--- config.mk ---
export PLATFORM = sky130hd
export DESIGN_NAME = elevator_sched
export DESIGN_NICKNAME = d
export VERILOG_FILES = /design/src/rtl/elevator_sched.sv
export SDC_FILE = /design/constraint.sdc
export NUM_CORES = 1
export LEC_CHECK = 0
export CELL_PAD_IN_SITES_DETAIL_PLACEMENT = 1
export CELL_PAD_IN_SITES_GLOBAL_PLACEMENT = 1
export CORE_MARGIN = 2
export CORE_UTILIZATION = 43
export CTS_CLUSTER_SIZE = 24
export DETAILED_ROUTE_END_ITERATION = 10
export GPL_TIMING_DRIVEN = 0
export HOLD_SLACK_MARGIN = 0.03
export PLACE_DENSITY_LB_ADDON = 0.05
export SYNTH_ARGS = -nofsm -noshare
export SYNTH_HDL_FRONTEND = slang
export SYNTH_SLANG_ARGS = --single-unit
--- constraint.sdc ---
create_clock -name clk -period 6 [get_ports clk]
set_input_delay 0.6 -clock clk [delete_from_list [all_inputs] [get_ports clk]]
set_output_delay 0.6 -clock clk [all_outputs]
set_load 0.02 [all_outputs]
--- src/rtl/elevator_sched.sv ---
// -----------------------------------------------------------------------------
// elevator_sched
//
// Single-car elevator scheduler. Hall and car-panel calls are edge detected
// and latched as pending requests. A three-state controller (IDLE / MOVE / DOOR)
// serves them: it keeps travelling in the current direction while calls
// remain beyond the car, and reverses only from IDLE.
//
// Floor k of the building maps to bit k-1 of every floor vector.
//
// Optional feature macro: DOOR_HOLD_EN
//   defined   : in DOOR, bt_door_open (level) reloads the door timer and a
//               rising edge on bt_door_close ends the stop on the next edge.
//               bt_door_open wins when both are active.
//   undefined : both door buttons are ignored; the door stays open for
//               exactly DOOR_CYC cycles.
//
// Parameters
//   FLOORS      number of floors (2..16)
//   TRAVEL_CYC  clock cycles to move one floor
//   DOOR_CYC    clock cycles the door stays open per stop
//
// Ports
//   clk              system clock, rising edge
//   rst              asynchronous reset, active low
//   btup             hall up calls (top floor bit ignored)
//   btdn             hall down calls (bottom floor bit ignored)
//   in_bt_floor      car panel floor calls
//   bt_door_open     car door-open button
//   bt_door_close    car door-close button
//   floor            one-hot current floor
//   led_state_up     travelling / committed upward
//   led_state_dn     travelling / committed downward
//   door_open        door open indication
//   reg_btup         pending hall up calls
//   reg_btdn         pending hall down calls
//   reg_in_bt_floor  pending car panel calls
// -----------------------------------------------------------------------------
module elevator_sched #(
    parameter int FLOORS     = 8,
    parameter int TRAVEL_CYC = 16,
    parameter int DOOR_CYC   = 32
) (
    input  logic              clk,
    input  logic              rst,
    input  logic [FLOORS-1:0] btup,
    input  logic [FLOORS-1:0] btdn,
    input  logic [FLOORS-1:0] in_bt_floor,
    input  logic              bt_door_open,
    input  logic              bt_door_close,
    output logic [FLOORS-1:0] floor,
    output logic              led_state_up,
    output logic              led_state_dn,
    output logic              door_open,
    output logic [FLOORS-1:0] reg_btup,
    output logic [FLOORS-1:0] reg_btdn,
    output logic [FLOORS-1:0] reg_in_bt_floor
);

    localparam int TW = $clog2(TRAVEL_CYC + 1);
    localparam int DW = $clog2(DOOR_CYC + 1);

    // No up call exists at the top floor and no down call at the bottom.
    localparam logic [FLOORS-1:0] UP_VALID = {1'b0, {(FLOORS-1){1'b1}}};
    localparam logic [FLOORS-1:0] DN_VALID = {{(FLOORS-1){1'b1}}, 1'b0};

    typedef enum logic [1:0] {
        ST_IDLE,
        ST_MOVE,
        ST_DOOR
    } state_t;

    state_t            state_reg;
    logic [FLOORS-1:0] floor_reg;
    logic              up_reg;
    logic              dn_reg;
    logic              door_open_reg;
    logic [TW-1:0]     travel_cnt_reg;
    logic [DW-1:0]     door_cnt_reg;

    logic [FLOORS-1:0] btup_prev_reg;
    logic [FLOORS-1:0] btdn_prev_reg;
    logic [FLOORS-1:0] in_prev_reg;

    logic [FLOORS-1:0] pend_up_reg;
    logic [FLOORS-1:0] pend_dn_reg;
    logic [FLOORS-1:0] pend_in_reg;
    logic [FLOORS-1:0] pend_up_next;
    logic [FLOORS-1:0] pend_dn_next;
    logic [FLOORS-1:0] pend_in_next;

    logic [FLOORS-1:0] up_rise;
    logic [FLOORS-1:0] dn_rise;
    logic [FLOORS-1:0] in_rise;

    logic [FLOORS-1:0] above_mask;
    logic [FLOORS-1:0] below_mask;
    logic [FLOORS-1:0] all_pend;
    logic [FLOORS-1:0] next_floor;
    logic [FLOORS-1:0] beyond_pend;
    logic [FLOORS-1:0] same_hall;
    logic [FLOORS-1:0] clr_up;
    logic [FLOORS-1:0] clr_dn;
    logic [FLOORS-1:0] clr_in;

    logic              at_limit;
    logic              travel_done;
    logic              beyond_empty;
    logic              arrive_stop;
    logic              idle_here;
    logic              idle_above;
    logic              idle_below;

    logic              door_hold;
    logic              door_close_rise;

    // -------------------------------------------------------------------------
    // Door buttons
    // -------------------------------------------------------------------------
`ifdef DOOR_HOLD_EN
    logic close_prev_reg;

    always_ff @(posedge clk or negedge rst) begin
        if (!rst) begin
            close_prev_reg <= 1'b0;
        end else begin
            close_prev_reg <= bt_door_close;
        end
    end

    assign door_hold       = bt_door_open;
    assign door_close_rise = bt_door_close & ~close_prev_reg;
`else
    logic door_btn_unused;

    assign door_btn_unused = bt_door_open | bt_door_close;
    assign door_hold       = 1'b0;
    assign door_close_rise = 1'b0;
`endif

    // -------------------------------------------------------------------------
    // Floors strictly above / below the car, derived from the one-hot floor
    // -------------------------------------------------------------------------
    for (genvar gi = 0; gi < FLOORS; gi++) begin : g_mask
        if (gi == 0) begin : g_above_bottom
            assign above_mask[gi] = 1'b0;
        end else begin : g_above
            assign above_mask[gi] = |floor_reg[gi-1:0];
        end

        if (gi == FLOORS - 1) begin : g_below_top
            assign below_mask[gi] = 1'b0;
        end else begin : g_below
            assign below_mask[gi] = |floor_reg[FLOORS-1:gi+1];
        end
    end

    // -------------------------------------------------------------------------
    // Call edge detection; a held level produces a single rising edge
    // -------------------------------------------------------------------------
    assign up_rise = btup & ~btup_prev_reg & UP_VALID;
    assign dn_rise = btdn & ~btdn_prev_reg & DN_VALID;
    assign in_rise = in_bt_floor & ~in_prev_reg;

    // Clears win over a set arriving in the same cycle.
    assign pend_up_next = (pend_up_reg | up_rise) & ~clr_up;
    assign pend_dn_next = (pend_dn_reg | dn_rise) & ~clr_dn;
    assign pend_in_next = (pend_in_reg | in_rise) & ~clr_in;

    // -------------------------------------------------------------------------
    // Scheduling decisions
    // -------------------------------------------------------------------------
    always_comb begin
        all_pend    = pend_up_reg | pend_dn_reg | pend_in_reg;
        next_floor  = up_reg ? (floor_reg << 1) : (floor_reg >> 1);
        at_limit    = up_reg ? floor_reg[FLOORS-1] : floor_reg[0];
        same_hall   = up_reg ? pend_up_reg : pend_dn_reg;
        // Calls strictly beyond the floor being arrived at.
        beyond_pend = all_pend & (up_reg ? above_mask : below_mask) & ~next_floor;
        beyond_empty = (beyond_pend == '0);
        arrive_stop = (|(next_floor & (pend_in_reg | same_hall))) || beyond_empty;
        travel_done = (travel_cnt_reg == TW'(TRAVEL_CYC - 1));
        idle_here   = |(all_pend & floor_reg);
        idle_above  = |(all_pend & above_mask);
        idle_below  = |(all_pend & below_mask);

        clr_up = '0;
        clr_dn = '0;
        clr_in = '0;
        case (state_reg)
            ST_IDLE: begin
                // Serving a call at a standing car: no direction is
                // committed, so every call at this floor is answered.
                if (idle_here) begin
                    clr_up = floor_reg;
                    clr_dn = floor_reg;
                    clr_in = floor_reg;
                end
            end
            ST_MOVE: begin
                if (travel_done && !at_limit && arrive_stop) begin
                    clr_in = next_floor;
                    if (up_reg) begin
                        clr_up = next_floor;
                        if (beyond_empty) begin
                            clr_dn = next_floor;
                        end
                    end else begin
                        clr_dn = next_floor;
                        if (beyond_empty) begin
                            clr_up = next_floor;
                        end
                    end
                end
            end
            default: begin
            end
        endcase
    end

    // -------------------------------------------------------------------------
    // Input history and pending call registers
    // -------------------------------------------------------------------------
    always_ff @(posedge clk or negedge rst) begin
        if (!rst) begin
            btup_prev_reg <= '0;
            btdn_prev_reg <= '0;
            in_prev_reg   <= '0;
            pend_up_reg   <= '0;
            pend_dn_reg   <= '0;
            pend_in_reg   <= '0;
        end else begin
            btup_prev_reg <= btup;
            btdn_prev_reg <= btdn;
            in_prev_reg   <= in_bt_floor;
            pend_up_reg   <= pend_up_next;
            pend_dn_reg   <= pend_dn_next;
            pend_in_reg   <= pend_in_next;
        end
    end

    // -------------------------------------------------------------------------
    // Controller
    // -------------------------------------------------------------------------
    always_ff @(posedge clk or negedge rst) begin
        if (!rst) begin
            state_reg      <= ST_IDLE;
            floor_reg      <= FLOORS'(1);
            up_reg         <= 1'b0;
            dn_reg         <= 1'b0;
            door_open_reg  <= 1'b0;
            travel_cnt_reg <= '0;
            door_cnt_reg   <= '0;
        end else begin
            case (state_reg)
                ST_IDLE: begin
                    travel_cnt_reg <= '0;
                    if (idle_here) begin
                        state_reg     <= ST_DOOR;
                        door_open_reg <= 1'b1;
                        door_cnt_reg  <= DW'(DOOR_CYC);
                        up_reg        <= 1'b0;
                        dn_reg        <= 1'b0;
                    end else if (idle_above) begin
                        // Upward calls take priority over downward ones.
                        state_reg <= ST_MOVE;
                        up_reg    <= 1'b1;
                        dn_reg    <= 1'b0;
                    end else if (idle_below) begin
                        state_reg <= ST_MOVE;
                        up_reg    <= 1'b0;
                        dn_reg    <= 1'b1;
                    end else begin
                        up_reg <= 1'b0;
                        dn_reg <= 1'b0;
                    end
                end

                ST_MOVE: begin
                    if (travel_done) begin
                        travel_cnt_reg <= '0;
                        if (at_limit) begin
                            // Unreachable with consistent calls; keeps the
                            // car inside the shaft regardless.
                            state_reg <= ST_IDLE;
                        end else begin
                            floor_reg <= next_floor;
                            if (arrive_stop) begin
                                state_reg     <= ST_DOOR;
                                door_open_reg <= 1'b1;
                                door_cnt_reg  <= DW'(DOOR_CYC);
                            end
                        end
                    end else begin
                        travel_cnt_reg <= travel_cnt_reg + TW'(1);
                    end
                end

                ST_DOOR: begin
                    // Direction lights stay as they were while the door is open.
                    if (door_hold) begin
                        door_cnt_reg <= DW'(DOOR_CYC);
                    end else if (door_close_rise || door_cnt_reg == DW'(1)) begin
                        state_reg     <= ST_IDLE;
                        door_open_reg <= 1'b0;
                        door_cnt_reg  <= '0;
                    end else begin
                        door_cnt_reg <= door_cnt_reg - DW'(1);
                    end
                end

                default: begin
                    state_reg <= ST_IDLE;
                end
            endcase
        end
    end

    assign floor           = floor_reg;
    assign led_state_up    = up_reg;
    assign led_state_dn    = dn_reg;
    assign door_open       = door_open_reg;
    assign reg_btup        = pend_up_reg;
    assign reg_btdn        = pend_dn_reg;
    assign reg_in_bt_floor = pend_in_reg;

endmodule
Yosys cells after proc, flatten, opt, wreduce, memory -nomap -nowiden --
Index checks and enable logic that the tools add are counted.
Cells by class: add/sub/neg operators 2, multipliers 0, div/mod/pow operators 0, order comparisons 0, equal/unequal tests 11, shift operators 0, muxes and demuxes 41, bitwise operators 26, reduce and logical (&&, ||, !) cells 28
Operators with widths (number):
- AND 8 bit | 10
- 2-to-1 mux 8 bit | 10
- NOT 8 bit | 6
- one-hot mux 8 bit (2 select lines) | 3
- OR 8 bit | 5
- OR reduction 8 bit | 4
- 2-to-1 mux 6 bit | 5
- one-hot mux 6 bit (3 select lines) | 1
- 2-to-1 mux 2 bit | 7
- OR reduction 7 bit | 2
- OR reduction 6 bit | 2
- 2-to-1 mux 1 bit | 11
- != test 2 bit (second input constant) | 5
- one-hot mux 5 bit (2 select lines) | 1
- OR reduction 5 bit | 2
- AND 8 x 7 -> 8 bit | 1
- logical NOT 8 bit | 1
- OR 8 x 7 -> 8 bit | 1
- OR reduction 4 bit | 2
- AND 7 bit | 1
- NOT 7 bit | 1
- equality test 6 x 1 -> 1 bit (second input constant) | 1
- one-hot mux 2 bit (3 select lines) | 1
- AND reduction 6 bit | 1
- 21 further kinds | 24
Word-level totals: flip-flop bits (word level) 71, bits in latches 0, bits in writable memories 0, memory bits (read-only) 0, input bits 28, output and inout port bits 35, word-level logic and storage cells 121, memories kept 0

Depth between registers and ports, before layout --
Gate-level depths: netlist (run 1).
depth after elaboration 11, mapped depth 9

Least setup slack after synthesis (run 1) --
Ideal clock, no wire load.
path kind reg2reg, from register floor_reg[3] (netlist: floor[3]), to register pend_dn_reg[4] (netlist: reg_btdn[4]), setup time 0.139 ns, arrival time 2.349 ns, data required time 5.861 ns, slack 3.512 ns, stages on the path, launching flop included 10, clock period less this slack 2.488 ns, cells stage by stage dfrtp_1 > buf_6 > or4_1 > clkbuf_2 > o2111a_1 > nor3_2 > nand4_2 > a21oi_4 > buf_6 > a31oi_1
On the way: longest elaborated chain between the ends 11, elaborated cells on any way between the ends 26
Ends and longest elaborated chain:
- start, declared | line 74 | logic [FLOORS-1:0] floor_reg;
- start signal, assigned | line 287 | floor_reg <= next_floor;
- OR reduction 7 bit (tied with other cells) | line 154 | assign below_mask[gi] = |floor_reg[FLOORS-1:gi+1];
- 2-to-1 mux 8 bit | line 179 | beyond_pend = all_pend & (up_reg ? above_mask : below_mask) & ~next_floor;
- AND 8 bit (2 in series) | line 179
- logical NOT 8 bit | line 180 | beyond_empty = (beyond_pend == '0);
- 2-to-1 mux 8 bit / logical OR 1 bit (equally long branches) | line 205, 181
- 2-to-1 mux 8 bit / logical AND 1 bit (equally long branches) | line 203, 201
- 2-to-1 mux 8 bit | line 201 | if (travel_done && !at_limit && arrive_stop) begin
- one-hot mux 8 bit (2 select lines) (*) | line 190 | case (state_reg)
- NOT 8 bit (*) | line 167 | assign pend_dn_next = (pend_dn_reg | dn_rise) & ~clr_dn;
- AND 8 bit (*) | line 167
- named net pend_dn_next[4] | line 89 | logic [FLOORS-1:0] pend_dn_next;
- end signal, assigned | line 237 | pend_dn_reg <= pend_dn_next;
- end, declared | line 86 | logic [FLOORS-1:0] pend_dn_reg;
The timed path passes the listed nets; every way through them passes the cells marked *. A chain may end at the register's enable or synchronous reset.

Worst setup path after layout (run 1) --
from register floor_reg[6] (netlist: floor[6]), to register pend_up_reg[4] (netlist: reg_btup[4])
On the way: longest elaborated chain between the ends 11, elaborated cells on any way between the ends 26
Ends and longest elaborated chain:
- OR reduction 7 bit (tied with other cells) | line 154
- 2-to-1 mux 8 bit | line 179
- AND 8 bit (2 in series) | line 179
- logical NOT 8 bit | line 180
- 2-to-1 mux 8 bit / logical OR 1 bit (equally long branches) | line 210, 181
- 2-to-1 mux 8 bit / logical AND 1 bit (equally long branches) | line 203, 201
- 2-to-1 mux 8 bit | line 201
- one-hot mux 8 bit (2 select lines) (*) | line 190
- NOT 8 bit (*) | line 166 | assign pend_up_next = (pend_up_reg | up_rise) & ~clr_up;
- AND 8 bit (*) | line 166
- named net pend_up_next[4] | line 88 | logic [FLOORS-1:0] pend_up_next;
- end signal, assigned | line 236 | pend_up_reg <= pend_up_next;
- end, declared | line 85 | logic [FLOORS-1:0] pend_up_reg;
Marks and branches as above.

==> impl_metrics.json, run 1 <==
{
  "finalCriticalPeriod_ns": 3.12,
  "total_power_mw": 0.955,
  "start_util": 0.443,
  "yosysSeqAreaShare": 0.512,
  "crit_required_ns": 6.19,
  "endpoint_kind": "flip-flop",
  "power.leakage_nw": 1.74,
  "fill_cells": 859,
  "cts_sinks": 70,
  "netlist_instances": 345,
  "synth_edf_count": 0,
  "relSlewSlack": 0.345,
  "nNetsFinal": 445,
  "numCtsBuffers": 9,
  "async_flop_share": 1.00,
  "setup_tns_ns": 0,
  "grt_use_total": 0.252,
  "grt_max_degree": 71,
  "hold_viol": 0,
  "cap_violations": 0,
  "yosys_warnings": 0,
  "ys.flop_type": "dfrtp_1",
  "cp_slowest_cell": "a311oi_1",
  "port_buffers": 58,
  "crit_family": "compound AO/OA/AOI/OAI gates",
  "drc": 0,
  "crit_chain": "clkbuf_1 -> a2111oi_0 -> a311oi_1 -> clkbuf_1 -> nand2_1 -> o21ai_0 -> a31oi_1",
  "yosys.area.top_type": "dfrtp_1",
  "clk_path_buf_depth": 2,
  "syn_nets": 376,
  "dieArea_um2": 8700,
  "path_max_fanout": 10,
  "fin_skew_ns": 0.0113,
  "pin_count": 63,
  "cts_resized": 0,
  "diodes": 0,
  "period_share": 0.520,
  "syn_area_um2": 3430,
  "h-tree-depth": 3,
  "rows": 32,
  "worst_setup_path_start_kind": "flip-flop",
  "final_area_um2": 4360,
  "vias": 3038,
  "dp_hpwl_um": 7270,
  "setup.worst_path.class": "flip-flop to flip-flop",
  "drive_gt1_frac": 0.0811,
  "slew_viol_final": 0,
  "initialDrtViolationCount": 144,
  "gp_congestion": 0.902,
  "cp.arrival_ns": 3.31,
  "grt_pass1_wl_um": 16900,
  "min_path_type": "input pin to asynchronous set/reset pin",
  "ys_types": 54,
  "fmax_mhz": 321,
  "status": "completed",
  "critPathBufInv": 2,
  "drtAntennaViolNets": 0,
  "slowest_delay_ns": 0.87,
  "synth.area.top_cells": "dfrtp_1 50%, o21ai_0 6.4%, nor2b_1 4.7%",
  "die_h_um": 93.3,
  "rsz0062_at_grt": "no",
  "ir_drop_uv": 144,
  "first_pass_iters": 4,
  "ctsHoldBuffers": 0,
  "place_area_um2": 4130,
  "tritoncts": "yes",
  "finalWorstSetupSlack_ns": 2.88,
  "grt_pass1_vias": 3202,
  "fp.dieW_um": 93.3,
  "antenna_found_initial": 0,
  "routed_wirelength_um": 10300,
  "worst_slew_pin_slew_ns": 0.977,
  "avgSynthCellArea_um2": 9.93,
  "post_cts.repair.setup_buffers": 0,
  "dp_slack_ns": 3.02,
  "grt-ovfl-total": 0,
  "syn_to_final_growth_pct": 27.4,
  "synth_seq_cells": 70,
  "power.density_nw_per_um2": 219,
  "viasPerCell": 5.83,
  "wire_per_inst_um": 19.8,
  "setup_viol": 0,
  "synth_top_area_share": 0.504,
  "path_common_cell": "clkbuf_1",
  "core_um2": 7730,
  "cts-root-buf": "clkbuf_8",
  "clkSlewWorstSetupHoldPaths_ns": 0.08,
  "clk_latency_ns": 0.35
}
logic make-up (layout without fill, tap and decap cells):
kind of cell / Yosys count / count (layout) / synth area share
AND/OR/NAND/NOR: 110 / 110 / 0.174
flip-flops: 70 / 70 / 0.512
XOR/XNOR: 2 / 2 / 0.00511
multiplexers: 10 / 10 / 0.0325
adder cells (fa/ha/maj): 3 / 3 / 0.0110
AO/OA/AOI/OAI: 120 / 120 / 0.228
buffers and inverters: 30 / 104 / 0.0376
per-stage QoR:
step / util / cells / hold slack (ns)
floorplan: - / 345 / 0.304
global placement: 0.535 / 505 / 0.473
detailed placement: 0.535 / 505 / 0.507
CTS: 0.565 / 521 / 0.405
global route: 0.565 / 521 / 0.437
finish: 0.565 / 521 / 0.341
worst reg2reg max path, cell delays in order, from the launching register on:
cell and delay [ns]:
dfrtp_1 0.43, clkbuf_1 0.44, a2111oi_0 0.28, a311oi_1 0.87, clkbuf_1 0.55, nand2_1 0.21
o21ai_0 0.13, a31oi_1 0.07
per-layer routing:
layer,GRT usage,vias to the layer above,share of wire
li1,-,1422,-
met1,0.334,1538,0.46
met2,0.426,67,0.49
met3,0.0395,11,0.035
met4,0.0723,0,0.012
met5,0,-,0
placed cells by master, fill, tap and decap left out, drive strengths merged, types with 6 or more instances in the layout:
cell and instances:
nor3 13, clkdlybuf4s50 57, a31oi 13, dfrtp 69, o21ai 45, clkbuf 28
nor2 16, nand3 8, or3 9, inv 10, a21oi 17, o2bb2ai 6
nor2b 26, mux2 9, a221oi 7, nand2 20
where the power goes:
| part | internal, mW | switching (mW) |
|---|---|---|
| Sequential | 0.479 | 0.00202 |
| Clock | 0.257 | 0.187 |
| Combinational | 0.0161 | 0.0137 |
| Total | 0.752 | 0.203 |
final timing paths:
path                              startpoint                 to  slack, ns  depth (start not counted)
min reg2reg                travel_cnt_reg[3]  travel_cnt_reg[3]       0.51                          1
max in group asynchronous                rst        reg_btdn[1]       5.03                          1
min in group clk           travel_cnt_reg[3]  travel_cnt_reg[3]       0.51                          1
min                                      rst  travel_cnt_reg[1]       0.34                          1
max                                 floor[6]        reg_btup[4]       2.88                          7
max reg2reg                         floor[6]        reg_btup[4]       2.88                          7
cell usage after synthesis, drive strengths merged, types with 2 or more instances:
master   number
dfrtp        69
o21ai        45
nor2b        26
nand2        20
a21oi        17
clkbuf       17
nor2         16
a31oi        13
nor3         13
inv          10
mux2          9
or3           9
nand3         8
a221oi        7
o2bb2ai       6
a21o          4
a22oi         4
nand2b        4
nand4         4
buf           3
ha            3
o22ai         3
o31a          3
o31ai         3
a2111oi       2
a211o         2
and4          2
nor3b         2
o311a         2
cell type report:
| type | instances | area [µm²] | area share |
|---|---|---|---|
| plain buffers | 20 | 91.3 | 0.0209 |
| clock buffers | 11 | 151 | 0.0347 |
| clock inverters | 5 | 81.3 | 0.0186 |
| inverters | 10 | 37.5 | 0.00860 |
| multi-input cells | 245 | 1540 | 0.354 |
| flip-flops and latches | 70 | 1750 | 0.402 |
| well taps | 102 | 128 | 0.0292 |
| repair buffers | 58 | 578 | 0.132 |
No activity file was read; power rests on OpenSTA's default activity.
==> run 2: changes to the inputs <==
--- a/config.mk
+++ b/config.mk
@@ -8,7 +8,7 @@
 export CELL_PAD_IN_SITES_DETAIL_PLACEMENT = 1
 export CELL_PAD_IN_SITES_GLOBAL_PLACEMENT = 1
 export CORE_MARGIN = 2
-export CORE_UTILIZATION = 43
+export CORE_UTILIZATION = 40
 export CTS_CLUSTER_SIZE = 24
 export DETAILED_ROUTE_END_ITERATION = 10
 export GPL_TIMING_DRIVEN = 0
==> constraint.sdc (replaced) <==
create_clock -name clk -period 3.1 [get_ports clk]
set_input_delay 0.31 -clock clk [delete_from_list [all_inputs] [get_ports clk]]
set_output_delay 0.31 -clock clk [all_outputs]
set_load 0.02 [all_outputs]
==> run 2 against run 1 <==
  * Sequential power grew 94%
  * Utilization shrank 3.2 points
  * Maximum frequency grew 7.7%
  * Cell count grew 0.96%
  * Sequential share of layout area shrank 0.30 points
  * Clock skew shrank 0.0022 ns
  * Critical path depth is the same
  * Combinational power grew 110%
  * Cell area grew 0.75%
  * First-iteration DRC count grew 20%
  * Clock power grew 77%
  * Via count grew 0.26%
  * Critical path type unchanged
  * Largest cell class unchanged
  * Largest power group unchanged
  * Highest routed layer unchanged
==> impl_metrics.json, run 2 (same netlist as run 1, synthesis figures left out) <==
{
  "status": "completed",
  "dieArea_um2": 9320,
  "diodes": 0,
  "nNetsFinal": 447,
  "wire_per_inst_um": 19.4,
  "min_path_type": "input pin to flip-flop",
  "ir_drop_uv": 201,
  "fmax_mhz": 345,
  "p_switching_mw": 0.397,
  "worst_setup_path_start_kind": "flip-flop",
  "core_um2": 8260,
  "numCtsBuffers": 9,
  "dp_hpwl_um": 7380,
  "comb_power_share": 0.036,
  "setup.worst_path.class": "flip-flop to flip-flop",
  "clk_path_buf_depth": 2,
  "tritoncts": "yes",
  "die_h_um": 96.5,
  "slew_viol_final": 0,
  "post_cts.repair.setup_buffers": 0,
  "finalCriticalPeriod_ns": 2.90,
  "final_core_util": 0.532,
  "p_seq_frac": 0.523,
  "drtAntennaViolNets": 0,
  "initialDrtViolationCount": 173,
  "mostFrequentLayoutCells": "69 x dfrtp_1, 57 x clkdlybuf4s50_1, 44 x o21ai_0",
  "cp.arrival_ns": 3.14,
  "port_buffers": 58,
  "power.leakage_nw": 1.75,
  "syn_to_final_growth_pct": 28.3,
  "pin_count": 63,
  "hold_viol": 0,
  "fin_skew_ns": 0.00914,
  "power.clock.fraction": 0.441,
  "viasPerCell": 5.79,
  "crit_required_ns": 3.34,
  "routed_wirelength_um": 10200,
  "grt_pass1_vias": 3212,
  "cap_violations": 0,
  "clk_latency_ns": 0.35,
  "power.density_nw_per_um2": 404,
  "gp_congestion": 0.876,
  "antenna_found_initial": 0,
  "relSlewSlack": 0.567,
  "timing.hold.ws_ns": 0.413,
  "p_int_mw": 1.38,
  "rsz0062_at_grt": "no",
  "first_pass_iters": 4,
  "setup_viol": 0,
  "endpoint_kind": "flip-flop",
  "grt-ovfl-total": 0,
  "setup_tns_ns": 0,
  "grt_max_degree": 45,
  "cts-root-buf": "clkbuf_8",
  "swShare": 0.223,
  "clkSlewWorstSetupHoldPaths_ns": 0.08,
  "drive_gt1_frac": 0.0879,
  "rows": 33,
  "cts_sinks": 70,
  "h-tree-depth": 3,
  "drc": 0,
  "path_max_fanout": 10,
  "fp.dieW_um": 96.5,
  "start_util": 0.415,
  "period_share": 0.935,
  "vias": 3046,
  "worst_slew_pin_slew_ns": 0.648,
  "grt_pass1_wl_um": 16800,
  "grt_use_total": 0.240,
  "final_common_cell": "dfrtp_1"
}
==> run 2: per-layer routing <==
metal / vias up / share of wire / global-route usage
li1: 1421 / - / -
met1: 1548 / 0.44 / 0.309
met5: - / 0 / 0
met2: 66 / 0.51 / 0.406
met4: 0 / 0.010 / 0.0915
met3: 11 / 0.032 / 0.0380
==> run 2: power by group through the flow <==
stage	Combinational [mW]	Sequential (mW)	Clock, mW
floorplan	0.00859	0.948	0
global placement	0.0593	0.949	0
detailed placement	0.0644	0.949	0
CTS	0.0655	0.931	0.805
global route	0.0714	0.932	0.837
finish	0.0632	0.931	0.785
==> run 2: through the flow <==
stage	total power [mW]	area, µm²	worst slack (ns)	cells
5_1_grt	1.84	4400	0.0470	526
6_report	1.78	4400	0.203	526
3_3_place_gp	1.01	4140	-0.764	508
2_1_floorplan	0.957	3430	0.612	345
3_5_place_dp	1.01	4160	0.111	509
4_1_cts	1.80	4380	0.00977	526
==> run 2: timing repair <==
action,CTS,global route
hold endpoints to repair,26,0
gates resized for setup,0,4
endpoints found under the setup margin,0,20
hold buffers,1,0
==> run 2: critical path, cell delays in order, from the launching register on <==
cell and delay (ns):
dfrtp_1 0.43, clkbuf_1 0.42, clkbuf_1 0.39, clkbuf_2 0.33, mux2i_1 0.39, and2_1 0.31
nand2_1 0.19, a221oi_1 0.33
==> run 2: cell type report <==
class / instances / area [µm²]
fillers: 938 / 3860
flip-flops and latches: 70 / 1750
clock inverters: 4 / 53.8
plain buffers: 20 / 92.6
clock buffers: 12 / 155
repair buffers: 60 / 616
inverters: 10 / 37.5
well taps: 105 / 131
multi-input cells: 245 / 1560
==> run 2: path summary, 6_finish.rpt <==
path	start	end	slack, ns	cells past startpoint
worst max-delay path	led_state_up	reg_in_bt_floor[7]	0.20	7
worst min-delay path	in_bt_floor[5]	in_prev_reg[5]	0.41	1
worst max register to register	led_state_up	reg_in_bt_floor[7]	0.20	7
worst min register to register	travel_cnt_reg[3]	travel_cnt_reg[3]	0.50	1
max in group asynchronous	rst	floor[0]	2.08	3
min in group asynchronous	rst	travel_cnt_reg[3]	0.42	2
